**src/rtl/spi_pkg.sv**
```systemverilog
// Shared types and helpers for the SPI master FIFO bridge.
package spi_pkg;

    typedef enum logic [1:0] {
        S_IDLE   = 2'd0,
        S_LAUNCH = 2'd1,
        S_WAIT   = 2'd2,
        S_GAP    = 2'd3
    } spi_bridge_state_t;

    // Pointer width for a power-of-two FIFO depth; counts are one bit wider.
    function automatic int spi_ptr_w(input int depth);
        return (depth > 1) ? $clog2(depth) : 1;
    endfunction

endpackage

```
**src/rtl/spi_sync_fifo.sv**
```systemverilog
// Single-clock FIFO with occupancy count. Pushes into a full FIFO and pops
// from an empty one are ignored; fullness is judged on the pre-edge count.
// dout reads the head combinationally and is zero while empty.
module spi_sync_fifo
    import spi_pkg::*;
#(
    parameter int WIDTH = 8,
    parameter int DEPTH = 16
) (
    input  logic                      clk,
    input  logic                      rst,
    input  logic                      push,
    input  logic [WIDTH-1:0]          din,
    input  logic                      pop,
    output logic                      full,
    output logic                      empty,
    output logic [spi_ptr_w(DEPTH):0] count,
    output logic [WIDTH-1:0]          dout
);

    localparam int PW = spi_ptr_w(DEPTH);

    logic [WIDTH-1:0] mem [DEPTH];
    logic [PW-1:0]    wr_ptr;
    logic [PW-1:0]    rd_ptr;
    logic             do_push;
    logic             do_pop;

    assign full    = (count == (PW+1)'(DEPTH));
    assign empty   = (count == '0);
    assign do_push = push & ~full;
    assign do_pop  = pop & ~empty;
    assign dout    = empty ? '0 : mem[rd_ptr];

    // Pointer and occupancy bookkeeping; pointers wrap naturally.
    always_ff @(posedge clk) begin
        if (rst) begin
            wr_ptr <= '0;
            rd_ptr <= '0;
            count  <= '0;
        end else begin
            if (do_push) wr_ptr <= wr_ptr + PW'(1);
            if (do_pop)  rd_ptr <= rd_ptr + PW'(1);
            case ({do_push, do_pop})
                2'b10:   count <= count + (PW+1)'(1);
                2'b01:   count <= count - (PW+1)'(1);
                default: count <= count;
            endcase
        end
    end

    // Storage array; contents need no reset because dout is masked when empty.
    always_ff @(posedge clk) begin
        if (do_push) mem[wr_ptr] <= din;
    end

endmodule

```
**src/rtl/spi_master_fifo_bridge.sv**
```systemverilog
// Buffered front end for spi_module_master: TX FIFO feeds one SPI transaction
// per word, returned words land in an RX FIFO.
// Optional RX path enabled by defining SPI_BRIDGE_RX_EN; without it rx_* are
// tied to zero and m_miso_data / rx_ready are ignored.
//
// state    | meaning
// S_IDLE   | waiting for enable and a queued TX word
// S_LAUNCH | m_transmit_en pulse for the word just popped
// S_WAIT   | master shifting; wait for m_payload_done
// S_GAP    | one cycle for the master to drop CS
module spi_master_fifo_bridge
    import spi_pkg::*;
#(
    parameter int PAYLOAD_BITS = 8,
    parameter int FIFO_DEPTH   = 16
) (
    input  logic                          clk,
    input  logic                          rst,
    input  logic                          enable,
    input  logic [PAYLOAD_BITS-1:0]       tx_data,
    input  logic                          tx_valid,
    output logic                          tx_ready,
    output logic [$clog2(FIFO_DEPTH):0]   tx_level,
    output logic [PAYLOAD_BITS-1:0]       rx_data,
    output logic                          rx_valid,
    input  logic                          rx_ready,
    output logic                          rx_overflow,
    output logic                          busy,
    output logic                          m_spi_en,
    output logic                          m_transmit_en,
    output logic [PAYLOAD_BITS-1:0]       m_mosi_data,
    input  logic [PAYLOAD_BITS-1:0]       m_miso_data,
    input  logic                          m_payload_done
);

    spi_bridge_state_t state;
    spi_bridge_state_t state_nxt;

    logic                    tx_full;
    logic                    tx_empty;
    logic [PAYLOAD_BITS-1:0] tx_head;
    logic                    tx_pop;
    logic                    rx_push;

    assign tx_ready      = ~tx_full;
    assign busy          = (state != S_IDLE);
    assign m_spi_en      = (state != S_IDLE);
    assign m_transmit_en = (state == S_LAUNCH);

    spi_sync_fifo #(
        .WIDTH (PAYLOAD_BITS),
        .DEPTH (FIFO_DEPTH)
    ) u_tx_fifo (
        .clk   (clk),
        .rst   (rst),
        .push  (tx_valid),
        .din   (tx_data),
        .pop   (tx_pop),
        .full  (tx_full),
        .empty (tx_empty),
        .count (tx_level),
        .dout  (tx_head)
    );

    // FSM state register.
    always_ff @(posedge clk) begin
        if (rst) state <= S_IDLE;
        else     state <= state_nxt;
    end

    // Next-state logic plus the TX pop / RX push strobes.
    always_comb begin
        state_nxt = state;
        tx_pop    = 1'b0;
        rx_push   = 1'b0;
        case (state)
            S_IDLE: begin
                if (enable && !tx_empty) begin
                    tx_pop    = 1'b1;
                    state_nxt = S_LAUNCH;
                end
            end
            S_LAUNCH: state_nxt = S_WAIT;
            S_WAIT: begin
                if (m_payload_done) begin
                    rx_push   = 1'b1;
                    state_nxt = S_GAP;
                end
            end
            S_GAP:   state_nxt = S_IDLE;
            default: state_nxt = S_IDLE;
        endcase
    end

    // Word to the master is latched at the pop and held until the next one.
    always_ff @(posedge clk) begin
        if (rst)         m_mosi_data <= '0;
        else if (tx_pop) m_mosi_data <= tx_head;
    end

`ifdef SPI_BRIDGE_RX_EN
    logic                         rx_full;
    logic                         rx_empty;
    logic [$clog2(FIFO_DEPTH):0]  rx_count_unused;

    assign rx_valid = ~rx_empty;

    spi_sync_fifo #(
        .WIDTH (PAYLOAD_BITS),
        .DEPTH (FIFO_DEPTH)
    ) u_rx_fifo (
        .clk   (clk),
        .rst   (rst),
        .push  (rx_push),
        .din   (m_miso_data),
        .pop   (rx_ready),
        .full  (rx_full),
        .empty (rx_empty),
        .count (rx_count_unused),
        .dout  (rx_data)
    );

    // Sticky drop flag: a returned word arrived while the RX FIFO was full.
    always_ff @(posedge clk) begin
        if (rst)                  rx_overflow <= 1'b0;
        else if (rx_push && rx_full) rx_overflow <= 1'b1;
    end
`else
    logic unused_rx;

    assign unused_rx   = ^{m_miso_data, rx_ready, rx_push};
    assign rx_data     = '0;
    assign rx_valid    = 1'b0;
    assign rx_overflow = 1'b0;
`endif

endmodule

```
**config.mk**
```make
export PLATFORM = sky130hd
export DESIGN_NAME = spi_master_fifo_bridge
export DESIGN_NICKNAME = d
export VERILOG_FILES = /design/src/rtl/spi_pkg.sv /design/src/rtl/spi_sync_fifo.sv /design/src/rtl/spi_master_fifo_bridge.sv
export SDC_FILE = /design/constraint.sdc
export NUM_CORES = 1
export LEC_CHECK = 0
export ABC_AREA = 1
export ABC_CLOCK_PERIOD_IN_PS = 2300
export CORE_MARGIN = 3
export CORE_UTILIZATION = 53
export CTS_CLUSTER_SIZE = 30
export DETAILED_ROUTE_END_ITERATION = 7
export GPL_TIMING_DRIVEN = 1
export PLACE_DENSITY = 0.76
export SYNTH_ARGS = -nofsm -noshare
export SYNTH_HDL_FRONTEND = slang
export SYNTH_SLANG_ARGS = --single-unit
```
**constraint.sdc**
```tcl
create_clock -name clk -period 2.3 [get_ports clk]
set_clock_uncertainty 0.1 [all_clocks]
set_input_delay 0.345 -clock clk [delete_from_list [all_inputs] [get_ports clk]]
set_output_delay 0.345 -clock clk [all_outputs]
set_load 0.005 [all_outputs]
```
==> key figures <==
Timing
  – Final hold viol count: 0
  – Final count of negative-setup-slack endpoints: 0
  – Rel. slew slack: 0.479
  – Slew Limit Fails: 0
  – Highest Clock Rate: 458 MHz
  – WHS: 0.412 ns
  – Post-route setup slack: 0.115 ns
  – Minimum clock period: between 2 and 2.5 ns
  – RSZ-0062 raised after global routing: true
  – Worst Tran Pin Value: 0.779 ns
  – Period utilization: 0.950

Outcome
  – Status: completed

Route
  – WL per Instance: 16.2 microns
  – Routed wire length: ~15 mm
  – Drt first pass iters: 5
  – Number of DRC markers in iteration 0: 500
  – DRT antenna net count: 0
  – DR DRC count: 0
  – Vias/cell: 5.18
  – Routed via count: ~4700

Clock tree
  – Clk Latency, worst-skew pair: between 0.4 and 0.5 ns
  – Clock Tree Buf Depth: 2
  – Clock net sink count: 151
  – Clock slew at reported path FFs: 0.06 ns
  – Clock Tree Root: clkbuf_16
  – CTS tree: built
  – Num CTS Buffers: 17
  – H-tree Lvls: 4

Pwr
  – Leakage: about 3.4 nW
  – Power per Cell Area: 1040 nW/um^2
  – Overall power: 8.20 mW
  – Peak supply drop: 640 uV

Synth
  – Ys async rst share: 0
  – Share of the synthesized area in the top cell type: 0.567
  – Post-Synthesis Mean Instance Area: 9.86 sq um
  – Post-synth top cells: nand2_1 (227), edfxtp_1 (128), nand3_1 (94)
  – Post-synth EDFFs: 128
  – Seq/Total Area, Yosys: 0.635
  – Ys Warns: 0
  – Area contributors post-synth: edfxtp_1 (57%), nand2_1 (13%), nand3_1 (6.9%)
  – Instance count of the mapped netlist: 688
  – Most instantiated library cell after synthesis: nand2_1
  – Ys flop type: edfxtp_1
  – Netlist cell types: 25
  – Synth Cell Area: ~6800 sq um
  – Synthesized flop and latch total: around 150
  – Synth area leader: edfxtp_1

Setup path
  – Crit path max fanout: 4
  – Crit path launch type: flop
  – Worst Setup End Kind: flop
  – Critical Path AT: 2.43 ns
  – WP data required: around 2.5 ns
  – Crit path kind: flop to flop

Final layout
  – Number of fill cells: between 900 and 1000
  – Area of the multi-input gates: 1920 sq um
  – Fin cells: 915
  – Area growth from synthesis to layout: 16.3%
  – Final #Nets: 770
  – Layout cell share with drive strength beyond 1: 0.0991
  – N_diodes: 0
  – Register Area: 4310 sq um
  – Final instance area: 7890 sq um

GRT
  – GRT overflow: 0
  – Vias in the first global route: about 4700
  – First-pass GRT wire length: about 24 mm
  – Largest net degree at the start of global routing: 67
  – Total Routing Usage GR: 0.218
  – Initial antenna violation count: 0

Placement
  – DP Area: approximately 7300 sq um
  – HPWL after detailed placement: 9.29 mm
  – I/O Buffers: 29
  – GPL Wtd Cong: ~0.9
  – Dpl cells: 883
  – Pre-CTS setup slack: -0.107 ns

Die
  – Core Box Area: 12300 sq um
  – Std-Cell Rows: 40
  – Initial Util: 0.553
  – Ports: 49
  – DIE HEIGHT: between 100 and 150 microns
  – Die width: 119 microns
  – Die area: 14200 sq um

Worst hold path
  – Hold Path Class: flop to flop

Job
  – Max-cap violations: 0
cells by family after synthesis:
group,synth area share
AOI/OAI and AO/OA,0.0280
buffers and inverters,0.0897
and+or+nand+nor,0.213
other,0.000553
DFF,0.635
xor gates and xnor gates,0.00775
adders and majority gates,0.0269
cell type report:
class                      count  area share
sequential                   151       0.546
tap                          168      0.0266
clock inverter                10     0.00840
clock buffer                  22      0.0629
timing repair buffer          57      0.0666
inverter                      96      0.0457
multi-input combinational    411       0.244
through the flow:
stage               setup TNS, ns   util
floorplan                       0      -
global placement          -0.0662  0.597
detailed placement         -0.190  0.597
CTS                             0  0.643
global route              -0.0115  0.644
finish                          0  0.644
flip-flops by register name (all words and copies together), names as in the netlist:
signal	flops
state	2
u_tx_fifo.mem	128
u_tx_fifo.wr_ptr	4
m_mosi_data	8
u_tx_fifo.rd_ptr	4
u_tx_fifo.count	5
critical path: stages, from the launching register on:
cell	delay, ns
dfxtp_2	0.34
nor2_2	0.13
nand4_1	0.16
nand2_2	0.13
nor2_4	0.05
ha_4	0.15
buf_4	0.15
ha_1	0.32
nand2_1	0.11
nand2_1	0.06
a21oi_1	0.12
nand2_1	0.06
nand2_1	0.06
nand2_1	0.04
a21oi_1	0.12
routing by layer:
metal / vias up / wire [microns] / GRT usage
met5: - / 0 / 0
met4: 0 / 359 / 0.0956
met3: 35 / 842 / 0.0437
met2: 171 / 7550 / 0.363
met1: 2234 / 6100 / 0.279
li1: 2300 / - / -
final timing paths:
kind	start	to	slack, ns	depth (start not counted)
setup reg to reg	u_tx_fifo.count[0]	u_tx_fifo.count[4]	0.11	14
hold reg to reg	state[0]	state[0]	0.41	2
setup / recovery	u_tx_fifo.count[0]	u_tx_fifo.count[4]	0.11	14
hold / removal	state[0]	state[0]	0.41	2
repair_timing:
action	CTS	global route
hold buffers	0	0
setup endpoints to repair	0	2
setup buffers	0	0
gates resized for setup	0	9
cell usage in the layout (no fill, tap or decap), types with 2 or more instances in the layout:
master             n
o21a_1             8
dfxtp_1           20
nand2_2            2
buf_4             26
nand3_1           94
inv_2              6
clkinv_2           3
edfxtp_1         128
nand2_1          227
ha_1              11
a21oi_1           14
inv_1             89
xor2_1             5
inv_4              3
buf_12             2
clkdlybuf4s50_1   29
o21ai_0            9
clkinv_4           2
clkbuf_1           2
nand4_1            2
nor2_1            21
clkbuf_16         19
clkinvlp_4         2
conb_1            10
dfxtp_2            3
report_power, final:
group / switching, mW / internal (mW) / leakage (nW)
sequential: 0.111 / 3.15 / 1.35
clock: 1.04 / 1.53 / 0.277
combinational: 1.44 / 0.922 / 1.73
(Power assumes the default switching activity.)
